## config.mk

```make
export PLATFORM = sky130hd
export DESIGN_NAME = mfp_ahb_dma_master_flat
export DESIGN_NICKNAME = d
export VERILOG_FILES = /design/src/rtl/mfp_ahb_dma_master_if.sv /design/src/rtl/mfp_ahb_dma_master.sv /design/src/flat_wrapper.sv
export SDC_FILE = /design/constraint.sdc
export NUM_CORES = 1
export LEC_CHECK = 0
export CORE_ASPECT_RATIO = 1.2
export CORE_MARGIN = 2
export CORE_UTILIZATION = 35
export CTS_CLUSTER_SIZE = 24
export DETAILED_ROUTE_END_ITERATION = 8
export GPL_TIMING_DRIVEN = 0
export PLACE_DENSITY = 0.71
export SLEW_MARGIN = 20
export SYNTH_ARGS = -nofsm -noshare
export SYNTH_HDL_FRONTEND = slang
export SYNTH_SLANG_ARGS = --single-unit
```

## constraint.sdc

```tcl
create_clock -name HCLK -period 4.5 [get_ports HCLK]
set_clock_uncertainty 0.2 [all_clocks]
set_input_delay 0.9 -clock HCLK [delete_from_list [all_inputs] [get_ports HCLK]]
set_output_delay 0.9 -clock HCLK [all_outputs]
set_load 0.02 [all_outputs]
```

## src/rtl/mfp_ahb_dma_master_if.sv

```systemverilog
// AHB-lite bus bundle between the DMA master and the fabric.
// The master modport drives the address/control/write-data side; the slave modport answers.
interface mfp_ahb_dma_master_if;
  logic [31:0] HADDR;
  logic [1:0]  HTRANS;
  logic        HWRITE;
  logic [2:0]  HSIZE;
  logic [2:0]  HBURST;
  logic [3:0]  HPROT;
  logic        HMASTLOCK;
  logic [31:0] HWDATA;
  logic [31:0] HRDATA;
  logic        HREADY;
  logic        HRESP;

  modport master (
    output HADDR, HTRANS, HWRITE, HSIZE, HBURST, HPROT, HMASTLOCK, HWDATA,
    input  HRDATA, HREADY, HRESP
  );

  modport slave (
    input  HADDR, HTRANS, HWRITE, HSIZE, HBURST, HPROT, HMASTLOCK, HWDATA,
    output HRDATA, HREADY, HRESP
  );
endinterface

```

## src/rtl/mfp_ahb_dma_master.sv

```systemverilog
// Single-channel AHB-lite DMA master: copies word_count 32-bit words from src to dst,
// one NONSEQ read then one NONSEQ write per word, with wait-state and ERROR handling.
module mfp_ahb_dma_master #(
  parameter int CNT_W = 16
) (
  input  logic                 HCLK,
  input  logic                 HRESETn,
  input  logic                 start,
  input  logic [31:0]          src_addr,
  input  logic [31:0]          dst_addr,
  input  logic [CNT_W-1:0]     word_count,
  output logic                 busy,
  output logic                 done,
  output logic                 error,
  output logic [CNT_W-1:0]     words_left,
  mfp_ahb_dma_master_if.master ahb
);

  typedef enum logic [2:0] {
    S_IDLE,
    S_RD_ADDR,
    S_RD_DATA,
    S_WR_ADDR,
    S_WR_DATA,
    S_FINISH
  } state_t;

  localparam logic [1:0]  TR_IDLE   = 2'b00;
  localparam logic [1:0]  TR_NONSEQ = 2'b10;
  localparam logic [31:0] WORD_MASK = 32'hFFFF_FFFC;

  state_t           state_q, state_d;
  logic [31:0]      src_q, src_d;
  logic [31:0]      dst_q, dst_d;
  logic [31:0]      buf_q, buf_d;
  logic [CNT_W-1:0] words_left_q, words_left_d;
  logic             busy_q, busy_d;
  logic             done_q, done_d;
  logic             error_q, error_d;
  logic [31:0]      haddr_q, haddr_d;
  logic [1:0]       htrans_q, htrans_d;
  logic             hwrite_q, hwrite_d;

  always_comb begin
    state_d      = state_q;
    src_d        = src_q;
    dst_d        = dst_q;
    buf_d        = buf_q;
    words_left_d = words_left_q;
    busy_d       = busy_q;
    done_d       = 1'b0;
    error_d      = error_q;
    haddr_d      = haddr_q;
    htrans_d     = htrans_q;
    hwrite_d     = hwrite_q;

    case (state_q)
      S_IDLE: begin
        htrans_d = TR_IDLE;
        if (start) begin
          error_d = 1'b0;
          if (word_count != '0) begin
            src_d        = src_addr & WORD_MASK;
            dst_d        = dst_addr & WORD_MASK;
            words_left_d = word_count;
            busy_d       = 1'b1;
            haddr_d      = src_addr & WORD_MASK;
            htrans_d     = TR_NONSEQ;
            hwrite_d     = 1'b0;
            state_d      = S_RD_ADDR;
          end else begin
            done_d  = 1'b1;
            state_d = S_FINISH;
          end
        end
      end

      S_RD_ADDR: begin
        if (ahb.HREADY) begin
          htrans_d = TR_IDLE;
          state_d  = S_RD_DATA;
        end
      end

      // ERROR is acted on in its first cycle so the second cycle already sees IDLE.
      S_RD_DATA: begin
        if (ahb.HRESP) begin
          error_d = 1'b1;
          busy_d  = 1'b0;
          state_d = S_IDLE;
        end else if (ahb.HREADY) begin
          buf_d    = ahb.HRDATA;
          haddr_d  = dst_q;
          htrans_d = TR_NONSEQ;
          hwrite_d = 1'b1;
          state_d  = S_WR_ADDR;
        end
      end

      S_WR_ADDR: begin
        if (ahb.HREADY) begin
          htrans_d = TR_IDLE;
          state_d  = S_WR_DATA;
        end
      end

      S_WR_DATA: begin
        if (ahb.HRESP) begin
          error_d = 1'b1;
          busy_d  = 1'b0;
          state_d = S_IDLE;
        end else if (ahb.HREADY) begin
          src_d        = src_q + 32'd4;
          dst_d        = dst_q + 32'd4;
          words_left_d = words_left_q - CNT_W'(1);
          if (words_left_q == CNT_W'(1)) begin
            busy_d  = 1'b0;
            done_d  = 1'b1;
            state_d = S_FINISH;
          end else begin
            haddr_d  = src_q + 32'd4;
            htrans_d = TR_NONSEQ;
            hwrite_d = 1'b0;
            state_d  = S_RD_ADDR;
          end
        end
      end

      S_FINISH: begin
        state_d = S_IDLE;
      end

      default: begin
        htrans_d = TR_IDLE;
        busy_d   = 1'b0;
        state_d  = S_IDLE;
      end
    endcase
  end

  always_ff @(posedge HCLK) begin
    if (!HRESETn) begin
      state_q      <= S_IDLE;
      src_q        <= '0;
      dst_q        <= '0;
      buf_q        <= '0;
      words_left_q <= '0;
      busy_q       <= 1'b0;
      done_q       <= 1'b0;
      error_q      <= 1'b0;
      haddr_q      <= '0;
      htrans_q     <= TR_IDLE;
      hwrite_q     <= 1'b0;
    end else begin
      state_q      <= state_d;
      src_q        <= src_d;
      dst_q        <= dst_d;
      buf_q        <= buf_d;
      words_left_q <= words_left_d;
      busy_q       <= busy_d;
      done_q       <= done_d;
      error_q      <= error_d;
      haddr_q      <= haddr_d;
      htrans_q     <= htrans_d;
      hwrite_q     <= hwrite_d;
    end
  end

  assign busy           = busy_q;
  assign done           = done_q;
  assign error          = error_q;
  assign words_left     = words_left_q;
  assign ahb.HADDR      = haddr_q;
  assign ahb.HTRANS     = htrans_q;
  assign ahb.HWRITE     = hwrite_q;
  assign ahb.HWDATA     = buf_q;
  assign ahb.HSIZE      = 3'b010;
  assign ahb.HBURST     = 3'b000;
  assign ahb.HPROT      = 4'b0011;
  assign ahb.HMASTLOCK  = 1'b0;

endmodule

```

## src/flat_wrapper.sv

```systemverilog
// flat-port wrapper written by rule: the top's interface ports become plain ports
module mfp_ahb_dma_master_flat 
#(
  parameter int CNT_W = 16
)
  (HCLK, HRESETn, start, src_addr, dst_addr, word_count, busy, done, error, words_left, ahb_HADDR, ahb_HTRANS, ahb_HWRITE, ahb_HSIZE, ahb_HBURST, ahb_HPROT, ahb_HMASTLOCK, ahb_HWDATA, ahb_HRDATA, ahb_HREADY, ahb_HRESP);
  mfp_ahb_dma_master_if ahb_i ();
  input  logic HCLK;
  input  logic HRESETn;
  input  logic start;
  input  logic [31:0] src_addr;
  input  logic [31:0] dst_addr;
  input  logic [CNT_W-1:0] word_count;
  output logic busy;
  output logic done;
  output logic error;
  output logic [CNT_W-1:0] words_left;
  output wire logic [$bits(ahb_i.HADDR)-1:0] ahb_HADDR;
  output wire logic [$bits(ahb_i.HTRANS)-1:0] ahb_HTRANS;
  output wire logic [$bits(ahb_i.HWRITE)-1:0] ahb_HWRITE;
  output wire logic [$bits(ahb_i.HSIZE)-1:0] ahb_HSIZE;
  output wire logic [$bits(ahb_i.HBURST)-1:0] ahb_HBURST;
  output wire logic [$bits(ahb_i.HPROT)-1:0] ahb_HPROT;
  output wire logic [$bits(ahb_i.HMASTLOCK)-1:0] ahb_HMASTLOCK;
  output wire logic [$bits(ahb_i.HWDATA)-1:0] ahb_HWDATA;
  input wire logic [$bits(ahb_i.HRDATA)-1:0] ahb_HRDATA;
  input wire logic [$bits(ahb_i.HREADY)-1:0] ahb_HREADY;
  input wire logic [$bits(ahb_i.HRESP)-1:0] ahb_HRESP;
  assign ahb_HADDR = ahb_i.HADDR;
  assign ahb_HTRANS = ahb_i.HTRANS;
  assign ahb_HWRITE = ahb_i.HWRITE;
  assign ahb_HSIZE = ahb_i.HSIZE;
  assign ahb_HBURST = ahb_i.HBURST;
  assign ahb_HPROT = ahb_i.HPROT;
  assign ahb_HMASTLOCK = ahb_i.HMASTLOCK;
  assign ahb_HWDATA = ahb_i.HWDATA;
  assign ahb_i.HRDATA = ahb_HRDATA;
  assign ahb_i.HREADY = ahb_HREADY;
  assign ahb_i.HRESP = ahb_HRESP;
  mfp_ahb_dma_master #(.CNT_W(CNT_W)) u_core (.HCLK(HCLK), .HRESETn(HRESETn), .start(start), .src_addr(src_addr), .dst_addr(dst_addr), .word_count(word_count), .busy(busy), .done(done), .error(error), .words_left(words_left), .ahb(ahb_i));
endmodule
```

==> metrics.cfg, run 1 <==
[run_status]
status = finished, final reports clean

[route]
drt_pass1_iterations = 8
drc = 0
ant_nets = 0
wirelength_mm = 38.8
num_vias = 10200
viasPerCell = 6.00
dr.first_iter.drc_count = 1091
wl_per_cell_um = 22.9

[yosys]
yosysTopAreaCell = dfxtp_1
async_flop_share_pct = 0
yosysTopAreaCellShare_pct = 34.5
synthFlopType = dfxtp_1
post-synth-top-count-cell = nand2_1
synth_edf_count = 0
synthTopCellsByArea = dfxtp_1, nand2_1, a21oi_1
yosysWarnings = 0
synth-seq-cells = 147
synth.avg_cell_area_um2 = 7.50
synth.top_cells.by_count = nand2_1, dfxtp_1, a21oi_1, o21ai_0, nor2_1
synthesis.area_um2 = 8530
synth_cell_types = 76
synth_cells = 1138
ys_seq_area_share_pct = 34.5

[die]
die_height_um = 175
dieArea_um2 = 25700
rows = 62
io_pins = 214
start_util_pct = 35.6
core-area_um2 = 24000
dieWidth_um = 147

[layout]
drive_gt1_share_pct = 7.85
seq_area_um2 = 2940
fillers = 2359
nets = 1484
multi_input_area_um2 = 5070
syn2layout_area_growth_pct = 36.2

[sta]
fmax_mhz = 273
hold_slack_ps = 253
min_period_over_period_pct = 81.3
tightest_slew_ps = 1100
drv_slew = 0
fin_setup_tns_ps = 0
finalCriticalPeriod_ps = 3660
rsz0062_at_grt = no
final-hold-violation-count = 0
maxSlewHeadroom_pct = 26.7
setup_viol = 0

[power_and_ir_drop]
leakage_nw = 4.11
pwr_density_cell_nw_per_um2 = 339
irDropWorstVdd_mv = 0.287

[clock_network]
post_cts_resized = 0
cts_hold_buf = 0
clockBufferDepth = 2
cts_made_buffers = 17
clk_latency_ps = 440
tritoncts = done
clkTransAtPathRegs_ps = 60
clockRootBuffer = clkbuf_16
post_cts.repair.setup_buffers = 0
cts_sinks = 147
cts.htree.levels = 4

[global_route]
overflow = 0
grt_max_degree = 17
antenna_found_initial = 1
grt_util_all_layers_pct = 29.7
grt_pass1_wl_mm = 58.4
grt_pass1_vias = 9911

[worst_setup_path]
criticalPathCategory = primary input to flop
worst_setup_path_start_kind = primary input
reg2regPathDepth = 7
arrival_ps = 3810
required_ps = 4650
endpoint_kind = flop
crit_fanout = 10

[placed_design]
hpwlAfterDp_mm = 28.5
numPortBuffers = 196
gp_congestion = 1.00

[hold_path]
hold_path_depth = 2
hp-class = flop to flop

[run]
max_cap_violations = 0

==> worst max-delay path, stage by stage <==
cell and delay (ps):
clkdlybuf4s50_1 480, nor4_1 690, nand4_1 360, a31oi_2 360, buf_2 300, buf_2 350, o21ai_0 160, a21oi_1 200
==> where the power goes <==
group / leakage, nW / switching [W] / internal, W / total, W
combinational: 2.59 / 0.000427 / 0.000325 / 0.000752
clock: 0.323 / 0.000642 / 0.00105 / 0.00169
sequential: 1.21 / 0.000105 / 0.00139 / 0.00150
==> logic make-up after synthesis <==
logic type | Yosys count | share of synthesized area, %
AND/OR/NAND/NOR | 456 | 27.0
AO/OA/AOI/OAI | 389 | 29.3
flip-flops | 147 | 34.5
buffers and inverters | 122 | 6.61
XOR/XNOR | 12 | 1.23
multiplexers | 6 | 0.704
adder cells (fa/ha/maj) | 4 | 0.587
other | 2 | 0.0880
==> layout by cell type, fill, tap and decap left out, types with 17 or more instances in the layout <==
master / Yosys / final
nor3_1: 25 / 25
nand4_1: 21 / 21
and3_1: 17 / 17
nor2_1: 78 / 78
nand3_1: 31 / 31
clkbuf_16: 0 / 17
buf_2: 28 / 28
o21ai_0: 89 / 89
a22oi_1: 21 / 21
nand2_1: 170 / 170
a21oi_1: 125 / 125
dfxtp_1: 147 / 147
a31oi_1: 30 / 30
clkbuf_1: 66 / 67
a211oi_1: 21 / 21
nor4_1: 25 / 25
clkdlybuf4s50_1: 0 / 196
==> registers in the layout (all words and copies together) (netlist names) <==
signal,count
u_core.ahb.HADDR,31
u_core.ahb.HTRANS,1
u_core.ahb.HWDATA,32
u_core.ahb.HWRITE,1
u_core.busy,1
u_core.done,1
u_core.dst_q,30
u_core.error,1
u_core.src_q,30
u_core.state_q,3
u_core.words_left,16
==> final cells by class <==
cell class	count	area share (%)
buffer	113	4.57
multi-input combinational	879	43.6
antenna	1	0.0215
inverter	9	0.291
timing repair buffer	196	16.9
clock inverter	14	2.13
tap	320	3.45
sequential	147	25.3
clock buffer	18	3.69
==> metrics by stage <==
step	utilization (%)	worst slack (ps)	total power, W	std cells	area, um^2
final	48.5	843	0.00394	1697	11600
after global routing	48.5	774	0.00405	1696	11600
after CTS	48.4	879	0.00391	1696	11600
after detailed placement	45.6	448	0.00225	1664	10900
after global placement	45.6	441	0.00224	1664	10900
after floorplan	-	1790	0.00188	1148	8570
==> worst paths after layout <==
kind / slack (ps) / endpoint / from
min: 250 / u_core.ahb.HWDATA[24] / u_core.ahb.HWDATA[24]
min reg2reg: 250 / u_core.ahb.HWDATA[24] / u_core.ahb.HWDATA[24]
max reg2reg: 1170 / u_core.ahb.HADDR[26] / u_core.state_q[0]
max: 840 / u_core.words_left[6] / word_count[1]
==> metal layers <==
metal,vias to the layer above,track usage [%],wire [um]
met5,-,0,0
met3,152,8.67,4420
li1,4636,-,-
met4,0,18.2,2370
met1,4682,34.4,14300
met2,704,48.3,17700
Power figures use the tool's default switching activity.
==> inputs of run 2 (changes only) <==
- PLACE_DENSITY: 0.71 -> 0.73
- clock period: 4.5 -> 3.2 ns (I/O delays scaled with it)
==> run 2 against run 1 <==
Critical path depth unchanged. Final cell count about the same. Count of clock-buffer cells in the layout is the same. Worst hold slack worse by 2.4 ps. Register-to-register slack worse by 970 ps. Sequential share of layout area barely moved. Non-clock buffer count stayed put. Critical path type unchanged. Highest routed layer unchanged.
==> metrics.cfg, run 2 (same netlist as run 1, synthesis figures left out) <==
[run_status]
status = finished, final reports clean  ; unchanged

[sta]
min_period_over_period_pct = 98.2
tightest_slew_ps = 1080  ; was 1100 ps
finalCriticalPeriod_ps = 3140
final-hold-violation-count = 0  ; unchanged
drv_slew = 0  ; unchanged
fmax_mhz = 318
setup_viol = 0  ; unchanged
maxSlewHeadroom_pct = 28.3  ; was 26.7%

[die]
rows = 62  ; unchanged
dieArea_um2 = 25700  ; unchanged
die_height_um = 175  ; unchanged
core-area_um2 = 24000  ; unchanged
io_pins = 214  ; unchanged
start_util_pct = 35.6  ; unchanged
dieWidth_um = 147  ; unchanged

[worst_setup_path]
crit_path_cell_trace = clkdlybuf4s50_1 > nor4_2 > nand4_1 > a31oi_2 > buf_2 > buf_2 > o21ai_0 > a21oi_1  ; was clkdlybuf4s50_1 > nor4_1 > nand4_1 > a31oi_2 > buf_2 > buf_2 > o21ai_0 > a21oi_1
crit_fanout = 10  ; unchanged
worst_path_largest_cell_delay_ps = 530  ; was 690 ps
path_common_cell = buf_2  ; unchanged
cpMaxStageDelayCell = clkdlybuf4s50_1  ; was nor4_1
endpoint_kind = flop  ; unchanged
cp.buffers_inverters = 3  ; unchanged
criticalPathCategory = primary input to flop  ; unchanged
required_ps = 3360  ; was 4650 ps
worst_setup_path_start_kind = primary input  ; unchanged
arrival_ps = 3300  ; was 3810 ps
critical-path-top-delay-family = buffers and inverters  ; unchanged

[clock_network]
clockBufferDepth = 2  ; unchanged
cts_sinks = 147  ; unchanged
clockRootBuffer = clkbuf_16  ; unchanged
cts_hold_buf = 0  ; unchanged
cts_made_buffers = 17  ; unchanged
tritoncts = done  ; unchanged
clk_latency_ps = 440  ; about the same
clkTransAtPathRegs_ps = 70  ; was 60 ps
cts.htree.levels = 4  ; unchanged

[placed_design]
place_inst = 1664  ; unchanged
gp_congestion = 1.00  ; about the same
numPortBuffers = 196  ; unchanged
hpwlAfterDp_mm = 28.7  ; was 28.5 mm

[layout]
antenna_cells = 0  ; was 1
syn2layout_area_growth_pct = 36.3  ; was 36.2%
nets = 1484  ; unchanged
final_core_util_pct = 48.5  ; about the same
largest_reg_flops = 32  ; unchanged
drive_gt1_share_pct = 8.43  ; was 7.85%
final_common_cell = clkdlybuf4s50_1  ; unchanged
layout_common_cells = clkdlybuf4s50_1, nand2_1, dfxtp_1  ; unchanged
stdcell_count = 1696  ; was 1,697

[route]
ant_nets = 0  ; unchanged
wl_per_cell_um = 23.0  ; was 22.9 um
wirelength_mm = 39.0  ; was 38.8 mm
viasPerCell = 6.13  ; was 6.00
num_vias = 10400  ; was 10,200
dr.first_iter.drc_count = 1063  ; was 1,091
drc = 0  ; unchanged
drt_pass1_iterations = 8  ; unchanged

[global_route]
grt_max_degree = 17  ; unchanged
grt_util_all_layers_pct = 29.8  ; was 29.7%
grt_pass1_wl_mm = 58.3  ; was 58.4 mm
grt_pass1_vias = 9900  ; was 9,911
antenna_found_initial = 0  ; was 1
overflow = 0  ; unchanged

[hold_path]
hp-class = flop to flop  ; unchanged

[power_and_ir_drop]
pwr_density_cell_nw_per_um2 = 467  ; was 339 nW/um^2
irDropWorstVdd_mv = 0.405  ; was 0.287 mV
leakage_nw = 4.12  ; was 4.11 nW

[run]
max_cap_violations = 0  ; unchanged

==> run 2: cell count changes in the layout (fill, tap and decap cells not counted), moves of 2 or more <==
cell      previous run  this run
clkbuf_1            67        65
clkinv_2             0         5
nor4_1              25        21
inv_6                5         1
nor4_2               2         5
==> run 2: worst reg2reg max path: cells and delay by family, from the launching register on <==
| kind | cells | cell delay [ps] |
|---|---|---|
| compound gates | 2 | 450 |
| buf+inv | 4 | 1560 |
| flops | 1 | 310 |
| simple gates | 1 | 410 |
==> run 2: path summary, 6_finish.rpt <==
check	startpoint	to	slack (ps)	cells after the start
max	word_count[10]	u_core.src_q[22]	60	8
min reg2reg	u_core.ahb.HWDATA[23]	u_core.ahb.HWDATA[23]	250	2
min	u_core.ahb.HWDATA[23]	u_core.ahb.HWDATA[23]	250	2
max reg2reg	u_core.state_q[2]	u_core.ahb.HADDR[26]	200	7
==> run 2: cell type report <==
type	instances	area [um^2]
fillers	2405	12300
flip-flops and latches	147	2940
multi-input cells	879	5110
plain buffers	113	532
inverters	9	33.8
clock buffers	18	439
clock inverters	14	208
repair buffers	196	1960
well taps	320	400
==> run 2: where the power goes <==
group	total [W]	internal [W]	switching (W)
clock	0.00226	0.00140	0.000862
combinational	0.00106	0.000459	0.000605
sequential	0.00211	0.00196	0.000149
total	0.00543	0.00382	0.00162
==> run 2: layer usage <==
| layer | global-route usage [%] | vias to the layer above | share of wire [%] |
|---|---|---|---|
| li1 | - | 4642 | - |
| met1 | 35.0 | 4846 | 37 |
| met2 | 48.0 | 715 | 45 |
| met3 | 8.07 | 190 | 11 |
| met4 | 19.0 | 0 | 7.1 |
| met5 | 0 | - | 0 |
==> run 2: metrics by stage <==
stage / worst slack (ps) / cell area, um^2 / setup TNS (ps) / hold slack [ps] / total power, W
after global placement: -579 / 10900 / -37700 / 241 / 0.00316
after global routing: -69.6 / 11600 / -300 / 276 / 0.00558
after CTS: 37.4 / 11600 / 0 / 255 / 0.00540
final: 57.0 / 11600 / 0 / 251 / 0.00543
after floorplan: 750 / 8570 / 0 / 269 / 0.00265
after detailed placement: -640 / 10900 / -43840 / 248 / 0.00317
==> run 2: what timing repair did <==
item	CTS	global route
endpoints found under the setup margin	64	35
resized for setup	2	8
setup buffers	0	0
endpoints found under the hold margin	0	0
